## src/rtl/trap_controller_pkg.sv

```systemverilog
//------------------------------------------------------------------------------
// trap_controller_pkg
//   Shared definitions for the user-mode trap sequencer: cause codes, FSM
//   state encodings, CSR numbers, ustatus/uie bit positions and the ustatus
//   update helpers used on trap entry and URET.
//   Configuration macro used by the importing files: TRAP_VECTORED_EN.
//   Revision: 1.0  initial release
//------------------------------------------------------------------------------
`default_nettype none

package trap_controller_pkg;

   // Exception cause codes (ucause[4:0], interrupt bit clear)
   localparam logic [4:0] EXC_INSTR_MIS = 5'd0;
   localparam logic [4:0] EXC_ILLEGAL   = 5'd2;
   localparam logic [4:0] EXC_EBREAK    = 5'd3;
   localparam logic [4:0] EXC_LOAD_MIS  = 5'd4;
   localparam logic [4:0] EXC_STORE_MIS = 5'd6;
   localparam logic [4:0] EXC_ECALL     = 5'd8;

   // Interrupt cause codes (ucause[4:0], interrupt bit set)
   localparam logic [4:0] IRQ_SOFT  = 5'd0;
   localparam logic [4:0] IRQ_TIMER = 5'd4;
   localparam logic [4:0] IRQ_EXT   = 5'd8;

   // Sequencer states
   localparam logic [2:0] ST_IDLE   = 3'd0;
   localparam logic [2:0] ST_SAVE   = 3'd1;
   localparam logic [2:0] ST_STATUS = 3'd2;
   localparam logic [2:0] ST_JUMP   = 3'd3;
   localparam logic [2:0] ST_RSTAT  = 3'd4;
   localparam logic [2:0] ST_RJUMP  = 3'd5;

   // User-mode CSR numbers
   localparam logic [11:0] CSR_USTATUS = 12'h000;
   localparam logic [11:0] CSR_UIE     = 12'h004;
   localparam logic [11:0] CSR_UTVEC   = 12'h005;
   localparam logic [11:0] CSR_UEPC    = 12'h041;
   localparam logic [11:0] CSR_UCAUSE  = 12'h042;
   localparam logic [11:0] CSR_UTVAL   = 12'h043;

   // ustatus / uie bit positions
   localparam int USTATUS_UIE  = 0;
   localparam int USTATUS_UPIE = 4;
   localparam int UIE_USIE     = 0;
   localparam int UIE_UTIE     = 4;
   localparam int UIE_UEIE     = 8;

   localparam logic [1:0] UTVEC_MODE_VECTORED = 2'b01;

   typedef struct packed {
      logic [31:0] cause;
      logic [31:0] tval;
   } trap_info_t;

   function automatic logic [31:0] make_cause(input logic is_irq, input logic [4:0] code);
      return {is_irq, 26'd0, code};
   endfunction

   // Trap entry: stash the current enable in UPIE, then disable.
   function automatic logic [31:0] status_on_trap(input logic [31:0] s);
      logic [31:0] r;
      r               = s;
      r[USTATUS_UPIE] = s[USTATUS_UIE];
      r[USTATUS_UIE]  = 1'b0;
      return r;
   endfunction

   // URET: restore the enable from UPIE, then set UPIE.
   function automatic logic [31:0] status_on_uret(input logic [31:0] s);
      logic [31:0] r;
      r               = s;
      r[USTATUS_UIE]  = s[USTATUS_UPIE];
      r[USTATUS_UPIE] = 1'b1;
      return r;
   endfunction

endpackage

`default_nettype wire

```

## src/rtl/trap_irq_prioritizer.sv

```systemverilog
//------------------------------------------------------------------------------
// trap_irq_prioritizer
//   Synchronizes the asynchronous external interrupt, gates all three sources
//   with their uie enables and the ustatus global enable, and picks the
//   highest-priority pending one (external > software > timer).
//   Ports:
//     clk, rst               clock, async active-high reset
//     int_ext                asynchronous external interrupt request
//     int_soft, int_timer    synchronous interrupt requests
//     global_en              ustatus.UIE
//     ext_en/soft_en/timer_en  uie enables
//     pending                an enabled interrupt is pending
//     code                   cause code of the winning interrupt
//   Revision: 1.0  initial release
//------------------------------------------------------------------------------
`default_nettype none

module trap_irq_prioritizer
   import trap_controller_pkg::*;
#(
   parameter int SYNC_STAGES = 2
) (
   input  logic       clk,
   input  logic       rst,
   input  logic       int_ext,
   input  logic       int_soft,
   input  logic       int_timer,
   input  logic       global_en,
   input  logic       ext_en,
   input  logic       soft_en,
   input  logic       timer_en,
   output logic       pending,
   output logic [4:0] code
);

   logic [SYNC_STAGES-1:0] sync_q;
   logic                   ext_sync;

   always_ff @(posedge clk or posedge rst) begin
      if (rst) begin
         sync_q <= '0;
      end else begin
         sync_q <= {sync_q[SYNC_STAGES-2:0], int_ext};
      end
   end

   assign ext_sync = sync_q[SYNC_STAGES-1];

   always_comb begin
      pending = 1'b0;
      code    = '0;
      if (global_en) begin
         if (ext_en && ext_sync) begin
            pending = 1'b1;
            code    = IRQ_EXT;
         end else if (soft_en && int_soft) begin
            pending = 1'b1;
            code    = IRQ_SOFT;
         end else if (timer_en && int_timer) begin
            pending = 1'b1;
            code    = IRQ_TIMER;
         end
      end
   end

endmodule

`default_nettype wire

```

## src/rtl/trap_controller.sv

```systemverilog
//------------------------------------------------------------------------------
// trap_controller
//   User-mode trap sequencer. Detects exceptions/interrupts at commit, writes
//   uepc/ucause/utval in one simultaneous CSR write, updates ustatus, then
//   redirects fetch to utvec. Also sequences URET (ustatus restore, jump to
//   uepc).
//   Macro TRAP_VECTORED_EN: when defined, interrupts with utvec mode 1 jump to
//   base + 4*cause; otherwise every trap jumps to the utvec base.
//   Ports:
//     iCLK, iRST                     clock, async active-high reset
//     iInstrValid/iPC/iInstr/iBadAddr  committing instruction info
//     iExc*                          exception flags
//     iUret                          committing instruction is URET
//     iIntSoft/iIntTimer/iIntExt     interrupt requests (ext is async)
//     iUSTATUS/iUTVEC/iUEPC/iUIE     CSR read-outs
//     oCSRWriteSimu, oUEPC/oUCAUSE/oUTVAL  simultaneous trap-CSR write
//     oCSRWrite/oCSRWriteAddr/oCSRWriteData ustatus write
//     oRedirect/oRedirectPC          one-cycle fetch redirect
//     oStall                         pipeline hold (combinational)
//   Revision: 1.0  initial release
//------------------------------------------------------------------------------
`default_nettype none

module trap_controller
   import trap_controller_pkg::*;
#(
   parameter int          SYNC_STAGES  = 2,
   parameter logic [11:0] USTATUS_ADDR = CSR_USTATUS
) (
   input  logic        iCLK,
   input  logic        iRST,
   input  logic        iInstrValid,
   input  logic [31:0] iPC,
   input  logic [31:0] iInstr,
   input  logic [31:0] iBadAddr,
   input  logic        iExcInstrMis,
   input  logic        iExcIllegal,
   input  logic        iExcEbreak,
   input  logic        iExcEcall,
   input  logic        iExcLoadMis,
   input  logic        iExcStoreMis,
   input  logic        iUret,
   input  logic        iIntSoft,
   input  logic        iIntTimer,
   input  logic        iIntExt,
   input  logic [31:0] iUSTATUS,
   input  logic [31:0] iUTVEC,
   input  logic [31:0] iUEPC,
   input  logic [31:0] iUIE,
   output logic        oCSRWriteSimu,
   output logic [31:0] oUEPC,
   output logic [31:0] oUCAUSE,
   output logic [31:0] oUTVAL,
   output logic        oCSRWrite,
   output logic [11:0] oCSRWriteAddr,
   output logic [31:0] oCSRWriteData,
   output logic        oRedirect,
   output logic [31:0] oRedirectPC,
   output logic        oStall
);

   logic [2:0]  state;
   logic [31:0] epc_q;
   logic [31:0] cause_q;
   logic [31:0] tval_q;
   logic        simu_q;

   logic        irq_pending;
   logic [4:0]  irq_code;
   logic        exc_any;
   logic        in_idle;
   logic        detect;
   logic        uret_go;
   trap_info_t  sel;
   logic [31:0] trap_target;

   trap_irq_prioritizer #(
      .SYNC_STAGES (SYNC_STAGES)
   ) u_irq (
      .clk       (iCLK),
      .rst       (iRST),
      .int_ext   (iIntExt),
      .int_soft  (iIntSoft),
      .int_timer (iIntTimer),
      .global_en (iUSTATUS[USTATUS_UIE]),
      .ext_en    (iUIE[UIE_UEIE]),
      .soft_en   (iUIE[UIE_USIE]),
      .timer_en  (iUIE[UIE_UTIE]),
      .pending   (irq_pending),
      .code      (irq_code)
   );

   assign exc_any = iExcInstrMis | iExcIllegal | iExcEbreak |
                    iExcEcall | iExcLoadMis | iExcStoreMis;
   assign in_idle = (state == ST_IDLE);
   assign detect  = in_idle & iInstrValid & (irq_pending | exc_any);
   // A URET only runs when nothing else traps on the same instruction.
   assign uret_go = in_idle & iInstrValid & iUret & ~irq_pending & ~exc_any;

   assign oStall  = ~in_idle | detect | (in_idle & iInstrValid & iUret);

   // Cause/tval selection in priority order.
   always_comb begin
      sel.cause = '0;
      sel.tval  = '0;
      if (irq_pending) begin
         sel.cause = make_cause(1'b1, irq_code);
      end else if (iExcInstrMis) begin
         sel.cause = make_cause(1'b0, EXC_INSTR_MIS);
         sel.tval  = iBadAddr;
      end else if (iExcIllegal) begin
         sel.cause = make_cause(1'b0, EXC_ILLEGAL);
         sel.tval  = iInstr;
      end else if (iExcEbreak) begin
         sel.cause = make_cause(1'b0, EXC_EBREAK);
         sel.tval  = iPC;
      end else if (iExcEcall) begin
         sel.cause = make_cause(1'b0, EXC_ECALL);
      end else if (iExcLoadMis) begin
         sel.cause = make_cause(1'b0, EXC_LOAD_MIS);
         sel.tval  = iBadAddr;
      end else if (iExcStoreMis) begin
         sel.cause = make_cause(1'b0, EXC_STORE_MIS);
         sel.tval  = iBadAddr;
      end
   end

   always_comb begin
      trap_target = {iUTVEC[31:2], 2'b00};
`ifdef TRAP_VECTORED_EN
      if ((iUTVEC[1:0] == UTVEC_MODE_VECTORED) && cause_q[31]) begin
         trap_target = {iUTVEC[31:2], 2'b00} + {25'd0, cause_q[4:0], 2'b00};
      end
`endif
   end

   // Outputs are registered alongside the state so each strobe is high for
   // exactly the cycle the FSM sits in the matching state.
   always_ff @(posedge iCLK or posedge iRST) begin
      if (iRST) begin
         state         <= ST_IDLE;
         epc_q         <= '0;
         cause_q       <= '0;
         tval_q        <= '0;
         simu_q        <= 1'b0;
         oCSRWrite     <= 1'b0;
         oCSRWriteData <= '0;
         oRedirect     <= 1'b0;
         oRedirectPC   <= '0;
      end else begin
         simu_q        <= 1'b0;
         oCSRWrite     <= 1'b0;
         oCSRWriteData <= '0;
         oRedirect     <= 1'b0;
         oRedirectPC   <= '0;
         case (state)
            ST_IDLE: begin
               if (detect) begin
                  state   <= ST_SAVE;
                  epc_q   <= iPC;
                  cause_q <= sel.cause;
                  tval_q  <= sel.tval;
                  simu_q  <= 1'b1;
               end else if (uret_go) begin
                  state         <= ST_RSTAT;
                  oCSRWrite     <= 1'b1;
                  oCSRWriteData <= status_on_uret(iUSTATUS);
               end
            end
            ST_SAVE: begin
               state         <= ST_STATUS;
               oCSRWrite     <= 1'b1;
               oCSRWriteData <= status_on_trap(iUSTATUS);
            end
            ST_STATUS: begin
               state       <= ST_JUMP;
               oRedirect   <= 1'b1;
               oRedirectPC <= trap_target;
            end
            ST_RSTAT: begin
               state       <= ST_RJUMP;
               oRedirect   <= 1'b1;
               oRedirectPC <= iUEPC;
            end
            default: begin
               state <= ST_IDLE;
            end
         endcase
      end
   end

   assign oCSRWriteSimu = simu_q;
   assign oUEPC         = simu_q ? epc_q   : '0;
   assign oUCAUSE       = simu_q ? cause_q : '0;
   assign oUTVAL        = simu_q ? tval_q  : '0;
   assign oCSRWriteAddr = USTATUS_ADDR;

   // Enable bits not used by the user-mode interrupt set, and the utvec mode
   // field in the non-vectored build.
   logic unused_bits;
   assign unused_bits = ^{iUIE[31:9], iUIE[7:5], iUIE[3:1], iUTVEC[1:0]};

endmodule

`default_nettype wire

```

## config.mk

```make
export PLATFORM = sky130hd
export DESIGN_NAME = trap_controller
export DESIGN_NICKNAME = d
export VERILOG_FILES = /design/src/rtl/trap_controller_pkg.sv /design/src/rtl/trap_irq_prioritizer.sv /design/src/rtl/trap_controller.sv
export SDC_FILE = /design/constraint.sdc
export NUM_CORES = 1
export LEC_CHECK = 0
export CORE_AREA = 2 2 161 163
export DETAILED_ROUTE_END_ITERATION = 12
export DIE_AREA = 0 0 163 165
export PLACE_DENSITY = 0.63
export SLEW_MARGIN = 40
export SYNTH_ARGS = -nofsm -noshare
export SYNTH_HDL_FRONTEND = slang
export SYNTH_SLANG_ARGS = --single-unit
```

## constraint.sdc

```tcl
create_clock -name iCLK -period 5 [get_ports iCLK]
set_input_delay 1 -clock iCLK [delete_from_list [all_inputs] [get_ports iCLK]]
set_output_delay 1 -clock iCLK [all_outputs]
set_load 0.05 [all_outputs]
```

# After elaboration in Yosys (flattened, before gate mapping)
# Cells that the tools add are included.
# W data, S select, Z words.
# totals
register_bits,168
inputBits,237
out_inout_bits,176
word_cells,69
# classes
n_eq_ne,4
n_mux,33
n_bitwise,16
n_reduce_logical,6
# op_table
op,count
$mux W32,9
$mux W64,4
$pmux W32 S2,2
$mux W35,1
$mux W5,3
$pmux W3 S4,1
$mux W1,9
$mux W3,3
$or A1 B1 Y1,8
$and A1 B1 Y1,5
$eq A3 B1 Y1 const B,1
$eq A3 B2 Y1 const B,1
$eq A3 B3 Y1 const B,1
$logic_and A1 B1 Y1,3
$logic_not A3 Y1,1
$ne A3 B1 Y1 const B,1
$not A1 Y1,3
$pmux W1 S2,1
$reduce_and A2 Y1,1
$reduce_or A2 Y1,1

# Depth between registers and ports, before layout
# depth
ltp_word,11
mapped_depth,7
depth_no_buf,5

# By module
# Synthesis repeated with hierarchy kept, for this count alone.
# hier_totals
cells_unflattened,645
hier_area_um2,6744.0
# by_module_without_submodules
module,n_inst,cells_per_inst,area_per_inst_um2
trap_controller,1,633,6623.9
trap_irq_prioritizer,1,12,120.1

# Worst setup path before layout
# Ideal clock, no wire load.
# synth_timing
path_type,in2out
startpoint,input iExcEbreak
endpoint,output oStall
t_arrival_ns,2.110
t_required_ns,4.000
setup_slack_ns,1.890
stages,5
n_path_buf,1
cell_sequence,buf_2 > nor2_1 > nand3_2 > o31ai_1 > nand3b_1
# synth_via
elab_chain_cells,8
# synth_lines
item,line_no,rtl
start: declaration,trap_controller.sv:38,"input logic iExcEbreak,"
$or A1 B1 Y1 (2 in a row),trap_controller.sv:93,assign exc_any = iExcInstrMis | iExcIllegal | iExcEbreak |
$or A1 B1 Y1 (2 in a row),trap_controller.sv:94,iExcEcall | iExcLoadMis | iExcStoreMis;
$or A1 B1 Y1,trap_controller.sv:96,assign detect = in_idle & iInstrValid & (irq_pending | exc_any);
$and A1 B1 Y1,trap_controller.sv:96,
$or A1 B1 Y1 (2 in a row),trap_controller.sv:100,assign oStall = ~in_idle | detect | (in_idle & iInstrValid & iUret);
end: declaration,trap_controller.sv:59,output logic oStall
# Every way passes these cells.

# Worst setup path in the final report
# layout_timing
startpoint,input iExcInstrMis
endpoint,output oStall
# layout_via
elab_chain_cells,9
# layout_lines
item,line_no,rtl
start: declaration,trap_controller.sv:36,"input logic iExcInstrMis,"
$or A1 B1 Y1 (3 in a row),trap_controller.sv:93,
$or A1 B1 Y1 (2 in a row),trap_controller.sv:94,
$or A1 B1 Y1,trap_controller.sv:96,
$and A1 B1 Y1,trap_controller.sv:96,
$or A1 B1 Y1 (2 in a row),trap_controller.sv:100,
# Every way passes these cells.

==> run_results.csv <==
group,metric,value,unit
place,io_buffer_count,342,
detailed_routing,dr_total_vias,5647,
floorplanning,rows,58,
status,status,"finished clean",
pwr,peakVddDrop,199.1,µV
timing,clock_skew,0.01048,ns
synth,syn_avg_cell_area,11.15,µm²
timing,timing.final.max_slew_violations,0,
global_routing,grtUsageMet1,19.99,%
detailed_routing,ant_nets,0,
floorplanning,io_pins,413,
place,pre_cts_ws,0.5920,ns
detailed_routing,wl_per_cell,17.86,µm
global_routing,first_global_vias,5652,
global_routing,antenna_found_initial,0,
clock_network,cts_tree,"built",
timing,relSlewSlack,46.53,%
finish,fin_cells,1268,
synth,ys_seq_elements,141,
flow_run,maxCapViolCount,0,
place,gp_congestion,0.8091,
timing,setup_viol,0,
clock_network,ctsResizeCount,0,
timing,worst_pin_slew,0.7994,ns
global_routing,gr-usage-met2,28.00,%
synth,synth_cell_types,40,
place,dp.cells,1235,
clock_network,cts_buffer_depth,2,
critical_path,path_max_fanout,5,
synth,synth_top_flop_cell,"dfrtp_1",
clock_network,cts_sinks,141,
global_routing,grt.total_usage,16.37,%
timing,rsz0062_at_grt,"false",
timing,period_share,88.86,%
floorplanning,fp.dieW,163,µm
finish,layout.nets,1161,
detailed_routing,dr.pass1.iters,4,
synth,ys_seq_area_share,53.08,%
clock_network,holdBufCountCts,0,
detailed_routing,viasPerCell,4.453,
critical_path,cp-end-kind,"output pin",
critical_path,cp.arrival,3.44,ns
critical_path,start_kind,"primary input",
timing,whs,0.3491,ns
floorplanning,start_util,26.55,%
global_routing,grt_max_degree,89,
timing,finalHoldViolations,0,
min_path,hold_class,"register to register",
synth,synthArstFlopShare,100.0,%
finish,area_growth,63.11,%
synth,synthesis.area,6648,µm²
timing,fin_ws,0.5568,ns
pwr,power.leakage,4.639,nW
timing,fin_crit,4.443,ns
global_routing,top_usage_layer,"met2",
clock_network,path_clk_slew,0.07,ns
clock_network,cts_setup_buffers,0,
clock_network,insertion_delay,0.42,ns
critical_path,critical_path_class,"primary input to output pin",
synth,syn_inst,596,
floorplanning,core,25040,µm²
critical_path,required,4.00,ns
synth,ys_warn_count,0,
clock_network,cts_root_buf,"clkbuf_16",
detailed_routing,drt-total-wl,22650,µm
global_routing,grt_use_met3,4.922,%
place,dp_hpwl,16680,µm
floorplanning,die_area,26900,µm²
floorplanning,die_h,165,µm
global_routing,grt_pass1_wl,33230,µm
detailed_routing,drt_iter0_drc,284,
synth,synth_edf_count,0,
clock_network,cts_buffers,17,
detailed_routing,drc,0,
global_routing,grt_overflow_total,0,
finish,fin_util,43.31,%
timing,maxClockFrequency,225.1,MHz
clock_network,ctsHtreeMaxLevel,4,
timing,finalSetupTns,0,ns
pwr,power.density,520.3,nW/µm²
finish,nFillCells,2418,
finish,drive_gt1_share,9.712,%
-- registers in the layout, summed over array words and instances (netlist names) --
name           count
oCSRWriteData     32
cause_q            5
oRedirect          1
oRedirectPC       32
epc_q             32
state              3
oCSRWrite          1
u_irq.sync_q       2
oCSRWriteSimu      1
tval_q            32
-- through the flow --
step | area, µm² | total power [mW]
finish | 10840 | 5.641
global route | 10840 | 5.922
CTS | 10840 | 5.718
detailed placement | 10270 | 4.444
global placement | 10250 | 4.408
floorplan | 6790 | 3.528
-- power breakdown --
group,leakage (nW),switching (mW),internal [mW],total [mW]
Sequential,1.82,0.231,1.56,1.79
Clock,0.270,0.577,0.661,1.24
Combinational,2.55,1.54,1.07,2.61
-- critical path, cell delays in order --
cell,delay [ns]
clkdlybuf4s50_1,0.50
nor2_1,0.48
nand3_2,0.27
o31ai_1,0.34
nand3b_1,0.11
clkdlybuf4s50_1,0.74
-- cell usage in the layout (no fill, tap or decap), drive strengths merged, types with 3 or more instances in the layout --
cell type / count
and2: 101
nand3: 3
a22o: 33
nand2: 64
clkinv: 3
a22oi: 32
clkinvlp: 3
o2bb2ai: 33
nor2: 7
a21oi: 3
mux2: 33
o21ai: 33
and3: 4
clkbuf: 17
conb: 39
buf: 13
clkdlybuf4s50: 340
dfrtp: 141
inv: 14
-- cells in the mapped netlist (3+ instances only) --
| master | n | area (µm²) |
|---|---|---|
| mux2_2 | 5 | 56.30 |
| o2bb2ai_1 | 33 | 289.0 |
| nor2_1 | 7 | 26.28 |
| a22oi_1 | 32 | 240.2 |
| and3_1 | 4 | 25.02 |
| clkbuf_1 | 33 | 123.9 |
| o21ai_0 | 32 | 160.2 |
| inv_1 | 4 | 15.01 |
| nand2_1 | 64 | 240.2 |
| dfrtp_1 | 141 | 3528 |
| buf_1 | 3 | 11.26 |
| buf_4 | 39 | 292.8 |
| a21oi_1 | 3 | 15.01 |
| buf_6 | 3 | 33.78 |
| mux2_4 | 28 | 420.4 |
| buf_2 | 4 | 20.02 |
| a22o_1 | 33 | 289.0 |
| and2_1 | 101 | 631.9 |
-- layer usage --
| metal | share of wire [%] | wire length, µm | vias to the layer above |
|---|---|---|---|
| met1 | 41 | 9383 | 2735 |
| li1 | - | - | 2659 |
| met5 | 0 | 0 | - |
| met2 | 50 | 11280 | 232 |
| met3 | 7.3 | 1647 | 21 |
| met4 | 1.5 | 339 | 0 |
-- cell families after synthesis --
logic type / after synthesis / share of synthesized area, %
other: 1 / 0.05641
and+or+nand+nor: 190 / 15.57
buffers and inverters: 87 / 7.529
AOI/OAI and AO/OA: 144 / 16.60
DFF: 141 / 53.08
muxes: 33 / 7.171
-- layout make-up --
type / count / area, µm² / share of cell area [%]
diodes: 1 / 2.502 / 0.02308
clock buffers: 17 / 425.4 / 3.923
clock inverters: 15 / 142.6 / 1.315
inverters: 5 / 26.28 / 0.2423
multi-input cells: 406 / 2793 / 25.76
flip-flops and latches: 141 / 3532 / 32.58
well taps: 330 / 412.9 / 3.808
repair buffers: 353 / 3508 / 32.36
-- worst paths after layout --
| kind | from | endpoint | slack, ns | cells after the start |
|---|---|---|---|---|
| max reg2reg | state[0] | epc_q[27] | 2.59 | 5 |
| max in group asynchronous | iRST | epc_q[16] | 3.23 | 3 |
| min reg2reg | u_irq.sync_q[0] | u_irq.sync_q[1] | 0.35 | 0 |
| min | u_irq.sync_q[0] | u_irq.sync_q[1] | 0.35 | 0 |
| max | iExcInstrMis | oStall | 0.56 | 6 |
| min in group asynchronous | iRST | oCSRWriteData[11] | 1.05 | 2 |
No activity file was read; power rests on OpenSTA's default activity.
